===== src/rtl/branch_pred_unit_if.sv =====
// IF/EX pipeline-facing signals of the branch prediction unit.
// The pipeline drives through the master modport; the predictor uses slave.
interface branch_pred_unit_if #(
    parameter int XLEN   = 32,
    parameter int STAT_W = 32
);
    logic [XLEN-1:0]   if_pc;
    logic              if_is_branch;
    logic              pred_taken;
    logic              ex_valid;
    logic [XLEN-1:0]   ex_pc;
    logic              ex_is_branch;
    logic              ex_is_jalr;
    logic [2:0]        ex_funct3;
    logic              ex_pred_taken;
    logic              BrEq;
    logic              BrLt;
    logic [1:0]        PCSel;
    logic              flush;
    logic              stat_clr;
    logic [STAT_W-1:0] stat_branches;
    logic [STAT_W-1:0] stat_mispredicts;

    modport master (
        output if_pc, if_is_branch, ex_valid, ex_pc, ex_is_branch, ex_is_jalr,
               ex_funct3, ex_pred_taken, BrEq, BrLt, stat_clr,
        input  pred_taken, PCSel, flush, stat_branches, stat_mispredicts
    );

    modport slave (
        input  if_pc, if_is_branch, ex_valid, ex_pc, ex_is_branch, ex_is_jalr,
               ex_funct3, ex_pred_taken, BrEq, BrLt, stat_clr,
        output pred_taken, PCSel, flush, stat_branches, stat_mispredicts
    );
endinterface


===== src/rtl/branch_pred_unit.sv =====
// Bimodal branch predictor: direct-mapped 2-bit counters looked up in IF,
// resolved and trained in EX, with next-PC select, flush and statistics.
module branch_pred_unit #(
    parameter int         XLEN     = 32,
    parameter int         IDX_BITS = 6,
    parameter logic [1:0] CNT_INIT = 2'b01,
    parameter int         STAT_W   = 32
) (
    input  logic              clk,
    input  logic              rst_n,
    branch_pred_unit_if.slave bp
);
    localparam int unsigned ENTRIES = 1 << IDX_BITS;

    logic [1:0]          cnt_q [ENTRIES];
    logic [1:0]          cnt_d [ENTRIES];
    logic [STAT_W-1:0]   stat_branches_q, stat_branches_d;
    logic [STAT_W-1:0]   stat_mispredicts_q, stat_mispredicts_d;

    logic [XLEN-1:0]     if_pc_w, ex_pc_w;
    logic [IDX_BITS-1:0] rd_idx, wr_idx;
    logic                resolve, taken, mispredict, lookup_taken;
    logic [1:0]          pc_sel;
    logic                unused_pc_bits;

    always_comb begin
        if_pc_w        = bp.if_pc;
        ex_pc_w        = bp.ex_pc;
        rd_idx         = if_pc_w[IDX_BITS+1:2];
        wr_idx         = ex_pc_w[IDX_BITS+1:2];
        unused_pc_bits = ^{if_pc_w[XLEN-1:IDX_BITS+2], if_pc_w[1:0],
                           ex_pc_w[XLEN-1:IDX_BITS+2], ex_pc_w[1:0]};
    end

    always_comb begin
        taken = 1'b0;
        case (bp.ex_funct3)
            3'b000:         taken = bp.BrEq;
            3'b001:         taken = ~bp.BrEq;
            3'b100, 3'b110: taken = bp.BrLt;
            3'b101, 3'b111: taken = ~bp.BrLt;
            default:        taken = 1'b0;
        endcase
        resolve      = bp.ex_valid & bp.ex_is_branch;
        mispredict   = resolve & (taken != bp.ex_pred_taken);
        lookup_taken = bp.if_is_branch & cnt_q[rd_idx][1];
    end

    // EX redirects outrank the IF prediction; reset forces the fall-through path.
    always_comb begin
        pc_sel = 2'b00;
        if (!rst_n)                         pc_sel = 2'b00;
        else if (bp.ex_valid & bp.ex_is_jalr) pc_sel = 2'b10;
        else if (mispredict)                pc_sel = taken ? 2'b10 : 2'b11;
        else if (lookup_taken)              pc_sel = 2'b01;
        bp.PCSel            = pc_sel;
        bp.flush            = pc_sel[1];
        bp.pred_taken       = rst_n & lookup_taken;
        bp.stat_branches    = stat_branches_q;
        bp.stat_mispredicts = stat_mispredicts_q;
    end

    always_comb begin
        cnt_d = cnt_q;
        if (resolve) begin
            if (taken) cnt_d[wr_idx] = (cnt_q[wr_idx] == 2'b11) ? 2'b11 : cnt_q[wr_idx] + 2'b01;
            else       cnt_d[wr_idx] = (cnt_q[wr_idx] == 2'b00) ? 2'b00 : cnt_q[wr_idx] - 2'b01;
        end
    end

    always_comb begin
        if (bp.stat_clr) begin
            stat_branches_d    = '0;
            stat_mispredicts_d = '0;
        end else begin
            stat_branches_d    = stat_branches_q + STAT_W'(resolve);
            stat_mispredicts_d = stat_mispredicts_q + STAT_W'(mispredict);
        end
    end

    always_ff @(posedge clk) begin
        if (!rst_n) begin
            for (int unsigned i = 0; i < ENTRIES; i++) cnt_q[i] <= CNT_INIT;
            stat_branches_q    <= '0;
            stat_mispredicts_q <= '0;
        end else begin
            cnt_q              <= cnt_d;
            stat_branches_q    <= stat_branches_d;
            stat_mispredicts_q <= stat_mispredicts_d;
        end
    end
endmodule


===== src/flat_wrapper.sv =====
// flat-port wrapper written by rule: the top's interface ports become plain ports
module branch_pred_unit_flat 
#(
    parameter int         XLEN     = 32,
    parameter int         IDX_BITS = 6,
    parameter logic [1:0] CNT_INIT = 2'b01,
    parameter int         STAT_W   = 32
)
  (clk, rst_n, bp_if_pc, bp_if_is_branch, bp_ex_valid, bp_ex_pc, bp_ex_is_branch, bp_ex_is_jalr, bp_ex_funct3, bp_ex_pred_taken, bp_BrEq, bp_BrLt, bp_stat_clr, bp_pred_taken, bp_PCSel, bp_flush, bp_stat_branches, bp_stat_mispredicts);
  branch_pred_unit_if #(.XLEN(XLEN), .STAT_W(STAT_W)) bp_i ();
  input  logic clk;
  input  logic rst_n;
  input wire logic [$bits(bp_i.if_pc)-1:0] bp_if_pc;
  input wire logic [$bits(bp_i.if_is_branch)-1:0] bp_if_is_branch;
  input wire logic [$bits(bp_i.ex_valid)-1:0] bp_ex_valid;
  input wire logic [$bits(bp_i.ex_pc)-1:0] bp_ex_pc;
  input wire logic [$bits(bp_i.ex_is_branch)-1:0] bp_ex_is_branch;
  input wire logic [$bits(bp_i.ex_is_jalr)-1:0] bp_ex_is_jalr;
  input wire logic [$bits(bp_i.ex_funct3)-1:0] bp_ex_funct3;
  input wire logic [$bits(bp_i.ex_pred_taken)-1:0] bp_ex_pred_taken;
  input wire logic [$bits(bp_i.BrEq)-1:0] bp_BrEq;
  input wire logic [$bits(bp_i.BrLt)-1:0] bp_BrLt;
  input wire logic [$bits(bp_i.stat_clr)-1:0] bp_stat_clr;
  output wire logic [$bits(bp_i.pred_taken)-1:0] bp_pred_taken;
  output wire logic [$bits(bp_i.PCSel)-1:0] bp_PCSel;
  output wire logic [$bits(bp_i.flush)-1:0] bp_flush;
  output wire logic [$bits(bp_i.stat_branches)-1:0] bp_stat_branches;
  output wire logic [$bits(bp_i.stat_mispredicts)-1:0] bp_stat_mispredicts;
  assign bp_i.if_pc = bp_if_pc;
  assign bp_i.if_is_branch = bp_if_is_branch;
  assign bp_i.ex_valid = bp_ex_valid;
  assign bp_i.ex_pc = bp_ex_pc;
  assign bp_i.ex_is_branch = bp_ex_is_branch;
  assign bp_i.ex_is_jalr = bp_ex_is_jalr;
  assign bp_i.ex_funct3 = bp_ex_funct3;
  assign bp_i.ex_pred_taken = bp_ex_pred_taken;
  assign bp_i.BrEq = bp_BrEq;
  assign bp_i.BrLt = bp_BrLt;
  assign bp_i.stat_clr = bp_stat_clr;
  assign bp_pred_taken = bp_i.pred_taken;
  assign bp_PCSel = bp_i.PCSel;
  assign bp_flush = bp_i.flush;
  assign bp_stat_branches = bp_i.stat_branches;
  assign bp_stat_mispredicts = bp_i.stat_mispredicts;
  branch_pred_unit #(.XLEN(XLEN), .IDX_BITS(IDX_BITS), .CNT_INIT(CNT_INIT), .STAT_W(STAT_W)) u_core (.clk(clk), .rst_n(rst_n), .bp(bp_i));
endmodule

===== config.mk =====
export PLATFORM = sky130hd
export DESIGN_NAME = branch_pred_unit_flat
export DESIGN_NICKNAME = d
export VERILOG_FILES = /design/src/rtl/branch_pred_unit_if.sv /design/src/rtl/branch_pred_unit.sv /design/src/flat_wrapper.sv
export SDC_FILE = /design/constraint.sdc
export NUM_CORES = 1
export LEC_CHECK = 0
export BUFFER_PORTS_ARGS = -buffer_cell sky130_fd_sc_hd__buf_2
export CORE_ASPECT_RATIO = 1.25
export CORE_MARGIN = 4
export CORE_UTILIZATION = 50
export CTS_CLUSTER_SIZE = 30
export DETAILED_ROUTE_END_ITERATION = 12
export PLACE_DENSITY = 0.69
export SLEW_MARGIN = 20
export SYNTH_ARGS = -nofsm -noshare
export SYNTH_HDL_FRONTEND = slang
export SYNTH_SLANG_ARGS = --single-unit
export TNS_END_PERCENT = 5

===== constraint.sdc =====
create_clock -name clk -period 5.2 [get_ports clk]
set_clock_uncertainty 0.2 [all_clocks]
set_input_delay 1.04 -clock clk [delete_from_list [all_inputs] [get_ports clk]]
set_output_delay 1.04 -clock clk [all_outputs]
set_load 0.03 [all_outputs]

## Word-level counts from Yosys, hierarchy flattened

Index checks and enable logic that the tools add are counted.

- Order comparisons: 3
- Equal/unequal tests: 7
- Multipliers: 0
- Divide/modulo/power cells: 0
- Shifts and indexed selects: 0
- Reduce and logical (&&, ||, !) cells: 6
- Muxes and demuxes: 19
- $add $sub $neg: 4
- Bitwise logic cells: 10

Operators by type and width:

| cell | number |
|---|---|
| 128-bit bitwise mux | 2 |
| 128-bit two-way mux | 1 |
| 32-bit by 1-bit adder with 32-bit output | 2 |
| 2-bit binary-select mux with 6-bit select | 2 |
| 2-bit two-way mux | 10 |
| 7-bit greater-or-equal comparator (second input constant) | 2 |
| 6-bit inverter with 7-bit output | 2 |
| 2-bit demux with 6-bit select | 1 |
| 3-bit equality test (second input constant) | 4 |
| 7-bit by 1-bit < comparator with 1-bit output (second input constant) | 1 |
| 2-bit OR reduction | 3 |
| 1-bit bitwise AND | 5 |
| 1-bit case mux with 4 select lines | 1 |
| 3-bit by 1-bit equality test with 1-bit output (second input constant) | 1 |
| 3-bit logical NOT | 1 |
| 1-bit inverter | 3 |
| 2-bit by 1-bit adder with 2-bit output (second input constant) | 1 |
| 2-bit equality test (second input constant) | 1 |
| 2-bit logical NOT | 1 |
| 1-bit two-way mux | 2 |
| 2-bit by 1-bit subtractor with 2-bit output (second input constant) | 1 |
| 1-bit logical AND | 1 |
| 1-bit != test | 1 |

- Memory bits (writable): 0
- Latch bits: 0
- Memories: 0
- Register bits after elaboration: 192
- Input bits: 77
- ROM bits: 0

## Logic depth before layout (Yosys ltp)

Gate-level depths: netlist of the first run.

- Depth after elaboration: 9
- Gate-level depth with buffers: 15
- Depth with buffers taken out: 15

## Worst setup path before layout of the first run

Ideal clock, no wire load.

- Kind: input to output
- From: input port bp_if_pc[2]
- To: output port bp_PCSel[0]
- Slack: 621 ps
- Buffers on the path: 2
- Arrival: 3339 ps
- Cell stages on the path: 8
- Path through: clkbuf_1 buf_2 mux4_2 a2111oi_0 a311oi_1 a41oi_1 a21boi_0 o22ai_1

- Word-level cells in the longest chain between the ends: 9

Ends and longest elaborated chain:

| element | RTL line | RTL |
|---|---|---|
| start: declaration | flat_wrapper.sv:13 | `input wire logic [$bits(bp_i.if_pc)-1:0] bp_if_pc;` |
| 6-bit inverter with 7-bit output (implied by the code) | branch_pred_unit.sv:46 | `lookup_taken = bp.if_is_branch & cnt_q[rd_idx][1];` |
| 2-bit binary-select mux with 6-bit select | branch_pred_unit.sv:46 |  |
| 2-bit two-way mux (implied by the code) (2 in a row) | branch_pred_unit.sv:46 |  |
| 1-bit bitwise AND | branch_pred_unit.sv:46 |  |
| 1-bit two-way mux | branch_pred_unit.sv:55 | `else if (lookup_taken) pc_sel = 2'b01;` |
| 2-bit two-way mux | branch_pred_unit.sv:54 | `else if (mispredict) pc_sel = taken ? 2'b10 : 2'b11;` |
| 2-bit two-way mux | branch_pred_unit.sv:53 | `else if (bp.ex_valid & bp.ex_is_jalr) pc_sel = 2'b10;` |
| 2-bit two-way mux | branch_pred_unit.sv:52 | `if (!rst_n) pc_sel = 2'b00;` |
| end: declaration | flat_wrapper.sv:25 | `output wire logic [$bits(bp_i.PCSel)-1:0] bp_PCSel;` |

Every way passes these cells. The select of a mux whose other input is x is not followed.

## Worst setup path in the final report of the first run

Same ends and word-level chain as after synthesis.

==> results of run 1 <==
kinds of logic after synthesis:
kind of cell             count (synthesis)
adder cells (fa/ha/maj)                  5
AND/OR/NAND/NOR                        468
AO/OA/AOI/OAI                          182
flip-flops                             192
XOR/XNOR                                51
buffers and inverters                  100
multiplexers                            55
worst max-delay path by stage:
stage,startpoint,endpoint,slack (ns),depth (start not counted)
after global routing,bp_if_pc[2],bp_PCSel[0],0.25,9
after global placement,bp_if_pc[2],bp_PCSel[0],0.47,9
after floorplan,bp_if_pc[2],bp_PCSel[0],0.62,8
after detailed placement,bp_if_pc[2],bp_PCSel[0],0.41,9
final,bp_if_pc[2],bp_PCSel[0],0.45,9
after CTS,bp_if_pc[2],bp_PCSel[0],0.42,9
cell type report:
| class | count | area share |
|---|---|---|
| repair buffers | 124 | 0.0677 |
| flip-flops and latches | 192 | 0.364 |
| well taps | 228 | 0.0270 |
| clock buffers | 18 | 0.0406 |
| clock inverters | 14 | 0.0149 |
| inverters | 8 | 0.00284 |
| multi-input cells | 761 | 0.483 |
worst max-delay path: stages:
cell,delay (ns)
buf_2,0.33
mux4_2,0.54
nor2b_1,0.14
a2111oi_0,0.41
a311oi_1,0.09
a41oi_1,0.43
a21boi_0,0.23
o22ai_1,0.10
buf_2,0.20
flip-flops by register name (all words and copies together), names as in the netlist:
name / cells
u_core.cnt_q: 128
u_core.bp.stat_branches: 32
u_core.bp.stat_mispredicts: 32
routing by layer:
metal  GRT usage  up-vias
met4      0.0685        0
met1       0.303     3886
met2       0.386      285
met3      0.0476       43
li1            -     3963
met5           0        -
per-stage QoR:
step	hold WS (ns)	total power, W	cell area, um2
floorplan	0.242	0.00169	9340
global placement	0.252	0.00177	9980
detailed placement	0.260	0.00177	9980
CTS	0.277	0.00307	10600
global route	0.299	0.00316	10600
finish	0.275	0.00305	10600
where the power goes:
group          switching (W)  internal (W)  total [W]
clock network       0.000599      0.000718    0.00132
logic               0.000192     0.0000687   0.000260
registers         0.00000246       0.00147    0.00148
total               0.000793       0.00226    0.00305
placed cells by master, fill, tap and decap left out, types with 31 or more instances in the layout:
master	n
dfxtp_1	192
nand2_1	162
nand3_1	162
buf_2	91
o21ai_0	79
nor2_1	60
o311ai_1	60
mux4_2	47
buf_4	32
xor2_1	31
==> impl_metrics.yaml, run 1 <==
status:
  status: "complete, no violations"
timing:
  worstMarginPinSlew_ns: 0.959
  relSlewSlack: 0.360
  fin_ws_ns: 0.445
  tns_ns: 0
  rsz0062_at_grt: "no"
  hold_violations: 0
  slew_viol_final: 0
  min_period_over_period: 0.914
  min_period_ns: 4.75
  setup_viol_count_final: 0
  fmax_mhz: 210
cts:
  path_clk_slew_ns: 0.07
  cts_tree: "built"
  insertion_delay_ns: 0.44
  ctsResizeCount: 0
  postCtsHoldBufs: 0
  clockRootBuffer: "clkbuf_16"
  h-tree-depth: 4
  numCtsBuffers: 17
  post_cts_buffers: 0
  clockBufferDepth: 2
  cts.sinks: 192
global_routing:
  grt.total_usage: 0.232
  antenna_found_initial: 0
  grt_pass1_vias: 7379
  grt_pass1_wl_mm: 39.0
  grt_max_degree: 94
  grt.overflow.total: 0
yosys:
  ys.flop_type: "dfxtp_1"
  yosys.area.top_type: "dfxtp_1"
  synth-compound-area-share: 0.129
  synth_cells: 1053
  synthAdderAreaFrac: 0.00643
  yosys-mux-area-fraction: 0.122
  syn_nets: 1134
  post_synth_xor_area_fraction: 0.0478
  synthTopCellsByCount: "dfxtp_1 (192), nand2_1 (162), nand3_1 (162)"
  synth-edff-count: 0
  yosys-top-cells-area: "dfxtp_1 (41%), mux4_2 (11%), nand3_1 (8.7%)"
  yosys.area_share.simple: 0.236
  yosysSeqAreaShare: 0.412
  synth_top_area_frac: 0.412
  synth_area_mm2: 0.00934
  ys_types: 53
  synth_top_family_by_area: "simple AND/OR/NAND/NOR gates"
  synth_seq_cells: 192
  async_flop_share: 0
  synth.most_common_cell: "dfxtp_1"
  avgSynthCellArea_um2: 8.87
  ys.warnings.count: 0
floorplan:
  start_util: 0.512
  core_mm2: 0.0182
  row_count: 55
  ios: 145
  die_area_mm2: 0.0209
  die_w_um: 130
  die_h_um: 161
job:
  max_cap_viol_count: 0
hold_path:
  hold_start: "u_core.cnt_q[70]"
  worstHoldEndpoint: "u_core.cnt_q[70]"
  hold_path_depth: 2
  hp-class: "reg2reg"
power:
  power_density_mw_per_mm2: 289
  vdd_ir_drop_max_mv: 0.235
  p_leak_nw: 3.98
critical_path:
  reg2reg_depth: 7
  crit_fanout: 12
  worstSetupPathType: "in2out"
  r2r_start: "u_core.cnt_q[40]"
  worstPathArrival_ns: 3.51
  reg2reg_to: "u_core.cnt_q[14]"
  crit_path_start_kind: "primary input"
  end_kind: "output pin"
  cp.required_ns: 3.96
  r2r_slack_ns: 2.31
cells_and_area:
  final_cells: 1345
  fill_cells: 1618
  syn_to_final_growth_pct: 13.1
  final_util: 0.579
  finalNetCount: 1185
  multi_input_area_mm2: 0.00510
  seq_area_mm2: 0.00384
  drive_gt1_frac: 0.195
  antenna_cells: 0
placed_design:
  place_inst: 1313
  gp_congestion: 0.884
  place_ws_ns: 0.409
  dp_hpwl_mm: 16.5
  port-buffer-count: 92
drt:
  post-route-drc-count: 0
  drtAntennaViolNets: 0
  vias: 8177
  vias_per_cell: 6.08
  dr.pass1.iters: 5
  routed_wirelength_mm: 24.4
  drtIter0Drc: 589
  drt-met1-wl_mm: 10.2
  dr_wl_met2_mm: 12.0
  wl_met3_mm: 1.66
  top_layer_used: "met4"
  wl_per_cell_um: 18.1
(Power assumes the default switching activity.)
==> run 2, diff against run 1 <==
--- a/config.mk
+++ b/config.mk
@@ -5,13 +5,15 @@
 export SDC_FILE = /design/constraint.sdc
 export NUM_CORES = 1
 export LEC_CHECK = 0
+export ABC_AREA = 1
 export BUFFER_PORTS_ARGS = -buffer_cell sky130_fd_sc_hd__buf_2
 export CORE_ASPECT_RATIO = 1.25
 export CORE_MARGIN = 4
 export CORE_UTILIZATION = 50
+export CTS_BUF_LIST = sky130_fd_sc_hd__clkbuf_2 sky130_fd_sc_hd__clkbuf_4 sky130_fd_sc_hd__clkbuf_8
 export CTS_CLUSTER_SIZE = 30
 export DETAILED_ROUTE_END_ITERATION = 12
-export PLACE_DENSITY = 0.69
+export PLACE_DENSITY = 0.68
 export SLEW_MARGIN = 20
 export SYNTH_ARGS = -nofsm -noshare
 export SYNTH_HDL_FRONTEND = slang
==> impl_metrics.yaml, run 2 <==
yosys:
  ys.warnings.count: 0
  synth-edff-count: 0
  synth_seq_cells: 192
  async_flop_share: 0
  ys_types: 36
  avgSynthCellArea_um2: 6.08
  synth_top_area_frac: 0.361
  synth.most_common_cell: "nand2_1"
  yosys.area.top_type: "dfxtp_1"
  ys.flop_type: "dfxtp_1"
  yosysSeqAreaShare: 0.361
  synth_cells: 1753
  yosys-top-cells-area: "dfxtp_1 (36%), nand2_1 (20%), inv_1 (10%)"
  synth_area_mm2: 0.0107
  synthTopCellsByCount: "nand2_1 (569), inv_1 (289), dfxtp_1 (192)"
  syn_nets: 1834
cts:
  clockBufferDepth: 2
  cts_tree: "built"
  ctsResizeCount: 0
  post_cts_buffers: 0
  numCtsBuffers: 17
  insertion_delay_ns: 0.47
  clockRootBuffer: "clkbuf_8"
  postCtsHoldBufs: 0
  path_clk_slew_ns: 0.09
  h-tree-depth: 4
  cts.sinks: 192
global_routing:
  grt_max_degree: 77
  grt_pass1_wl_mm: 50.3
  grt.total_usage: 0.259
  grt.overflow.total: 0
  antenna_found_initial: 0
  grt_pass1_vias: 10151
timing:
  holdWs_ns: 0.276
  setup_viol_count_final: 0
  worstMarginPinSlew_ns: 0.847
  fmax_mhz: 224
  rsz0062_at_grt: "no"
  tns_ns: 0
  hold_violations: 0
  relSlewSlack: 0.435
  slew_viol_final: 0
  min_period_over_period: 0.857
  min_period_ns: 4.45
cells_and_area:
  most-common-layout-cells: "nand2_1 (568), inv_1 (288), dfxtp_1 (192)"
  final_cells: 2099
  largest_reg_flops: 128
  layout_commonest_cell: "nand2_1"
  finalNetCount: 1894
  regMostFlops: "u_core.cnt_q"
  syn_to_final_growth_pct: 8.92
  final_util: 0.555
  drive_gt1_frac: 0.0899
  antenna_cells: 0
drt:
  dr_wl_met2_mm: 14.6
  drt-met1-wl_mm: 13.2
  wl_met3_mm: 2.27
  vias: 10959
  vias_per_cell: 5.22
  routed_wirelength_mm: 31.1
  drtIter0Drc: 699
  drtAntennaViolNets: 0
  top_layer_used: "met4"
  wl_per_cell_um: 14.8
  post-route-drc-count: 0
  dr.pass1.iters: 5
hold_path:
  hold_start: "u_core.cnt_q[104]"
  hp-class: "reg2reg"
  hold_path_depth: 2
  worstHoldEndpoint: "u_core.cnt_q[104]"
critical_path:
  crit_fanout: 20
  crit_path_start_kind: "primary input"
  end_kind: "output pin"
  cp.required_ns: 3.96
  reg2reg_depth: 13
  reg2reg_to: "u_core.cnt_q[121]"
  r2r_slack_ns: 2.61
  path_buf_inv: 3
  worstPathArrival_ns: 3.21
  crit_chain: "buf_2 -> inv_1 -> nand3_1 -> nand3_1 -> nand2_1 -> nand2_1 -> nand3_1 -> nand3_1 -> nand2_1 -> nand2_1 -> a21oi_1 -> buf_2"
  cp_top_family: "buffers and inverters"
  r2r_start: "u_core.cnt_q[61]"
  crit_slowest_cell: "inv_1"
  critical-path-max-stage-delay_ns: 0.51
  worstSetupPathType: "in2out"
placed_design:
  dp_hpwl_mm: 20.6
  port-buffer-count: 92
  gp_congestion: 0.905
  place_inst: 2068
job:
  max_cap_viol_count: 0
power:
  vdd_ir_drop_max_mv: 0.156
  p_leak_nw: 5.15
  power_w: 0.00286
  power_density_mw_per_mm2: 246
floorplan:
  core_mm2: 0.0209
  die_area_mm2: 0.0237
  die_h_um: 171
  start_util: 0.510
  die_w_um: 139
  row_count: 59
  ios: 145
status:
  status: "complete, no violations"
run 2: cell count changes after synthesis, sizes merged, moves of 26 or more:
cell    before  now
xor2        31    5
mux4        47    0
nand2      162  571
inv          8  291
nor3        13   48
a21oi       20  170
nor2        60  151
o21ai       79   41
clkbuf      61   31
o311ai      64    0
run 2: power by group:
group / total (W) / internal [W] / switching, W
Clock: 0.00104 / 0.000480 / 0.000555
Sequential: 0.00148 / 0.00147 / 0.00000252
Combinational: 0.000346 / 0.0000842 / 0.000262
Total: 0.00286 / 0.00204 / 0.000819
run 2: cells by family (layout without fill, tap and decap cells):
kind of cell | count (synthesis) | in the layout | share of synthesized area
buffers and inverters | 363 | 435 | 0.144
xor gates and xnor gates | 8 | 8 | 0.00658
DFF | 192 | 192 | 0.361
and+or+nand+nor | 959 | 959 | 0.373
AOI/OAI and AO/OA | 227 | 227 | 0.111
adders and majority gates | 4 | 4 | 0.00470
run 2: worst max-delay path by stage:
stage	startpoint	cells past startpoint	slack, ns	to
6_report	bp_if_pc[3]	12	0.75	bp_PCSel[0]
5_1_grt	bp_if_pc[3]	13	0.64	bp_PCSel[0]
4_1_cts	bp_if_pc[3]	12	0.81	bp_PCSel[0]
3_5_place_dp	bp_if_pc[3]	13	0.82	bp_PCSel[0]
3_3_place_gp	bp_if_pc[3]	12	0.88	bp_PCSel[0]
2_1_floorplan	bp_if_pc[2]	13	1.38	bp_PCSel[0]
run 2: worst reg2reg max path: stages, from the launching register on:
cell and delay [ns]:
dfxtp_1 0.33, inv_1 0.07, nand2_1 0.05, nand3_1 0.09, nand2_1 0.07, o21ai_0 0.32, nand2_1 0.09, nor2_1 0.15
nand2_1 0.08, nand2_2 0.07, buf_4 0.67, nand3_1 0.17, nand2_1 0.10, inv_1 0.04
run 2: through the flow:
step / setup slack, ns / instance area, um2
after floorplan: 1.38 / 10700
after CTS: 0.813 / 11600
final: 0.745 / 11600
after detailed placement: 0.820 / 11200
after global placement: 0.876 / 11200
after global routing: 0.641 / 11600
run 2: area by class of cell:
type                       instances  area, um2
inverter                         292       1100
timing repair buffer             112        636
tap                              274        343
clock buffer                      18        241
clock inverter                    13        160
multi-input combinational       1198       5270
fill                            2142       9290
sequential                       192       3840
run 2: routing by layer:
metal,global-route usage,vias up
li1,-,5569
met1,0.323,4959
met2,0.455,362
met3,0.0478,69
met4,0.0864,0
met5,0,-
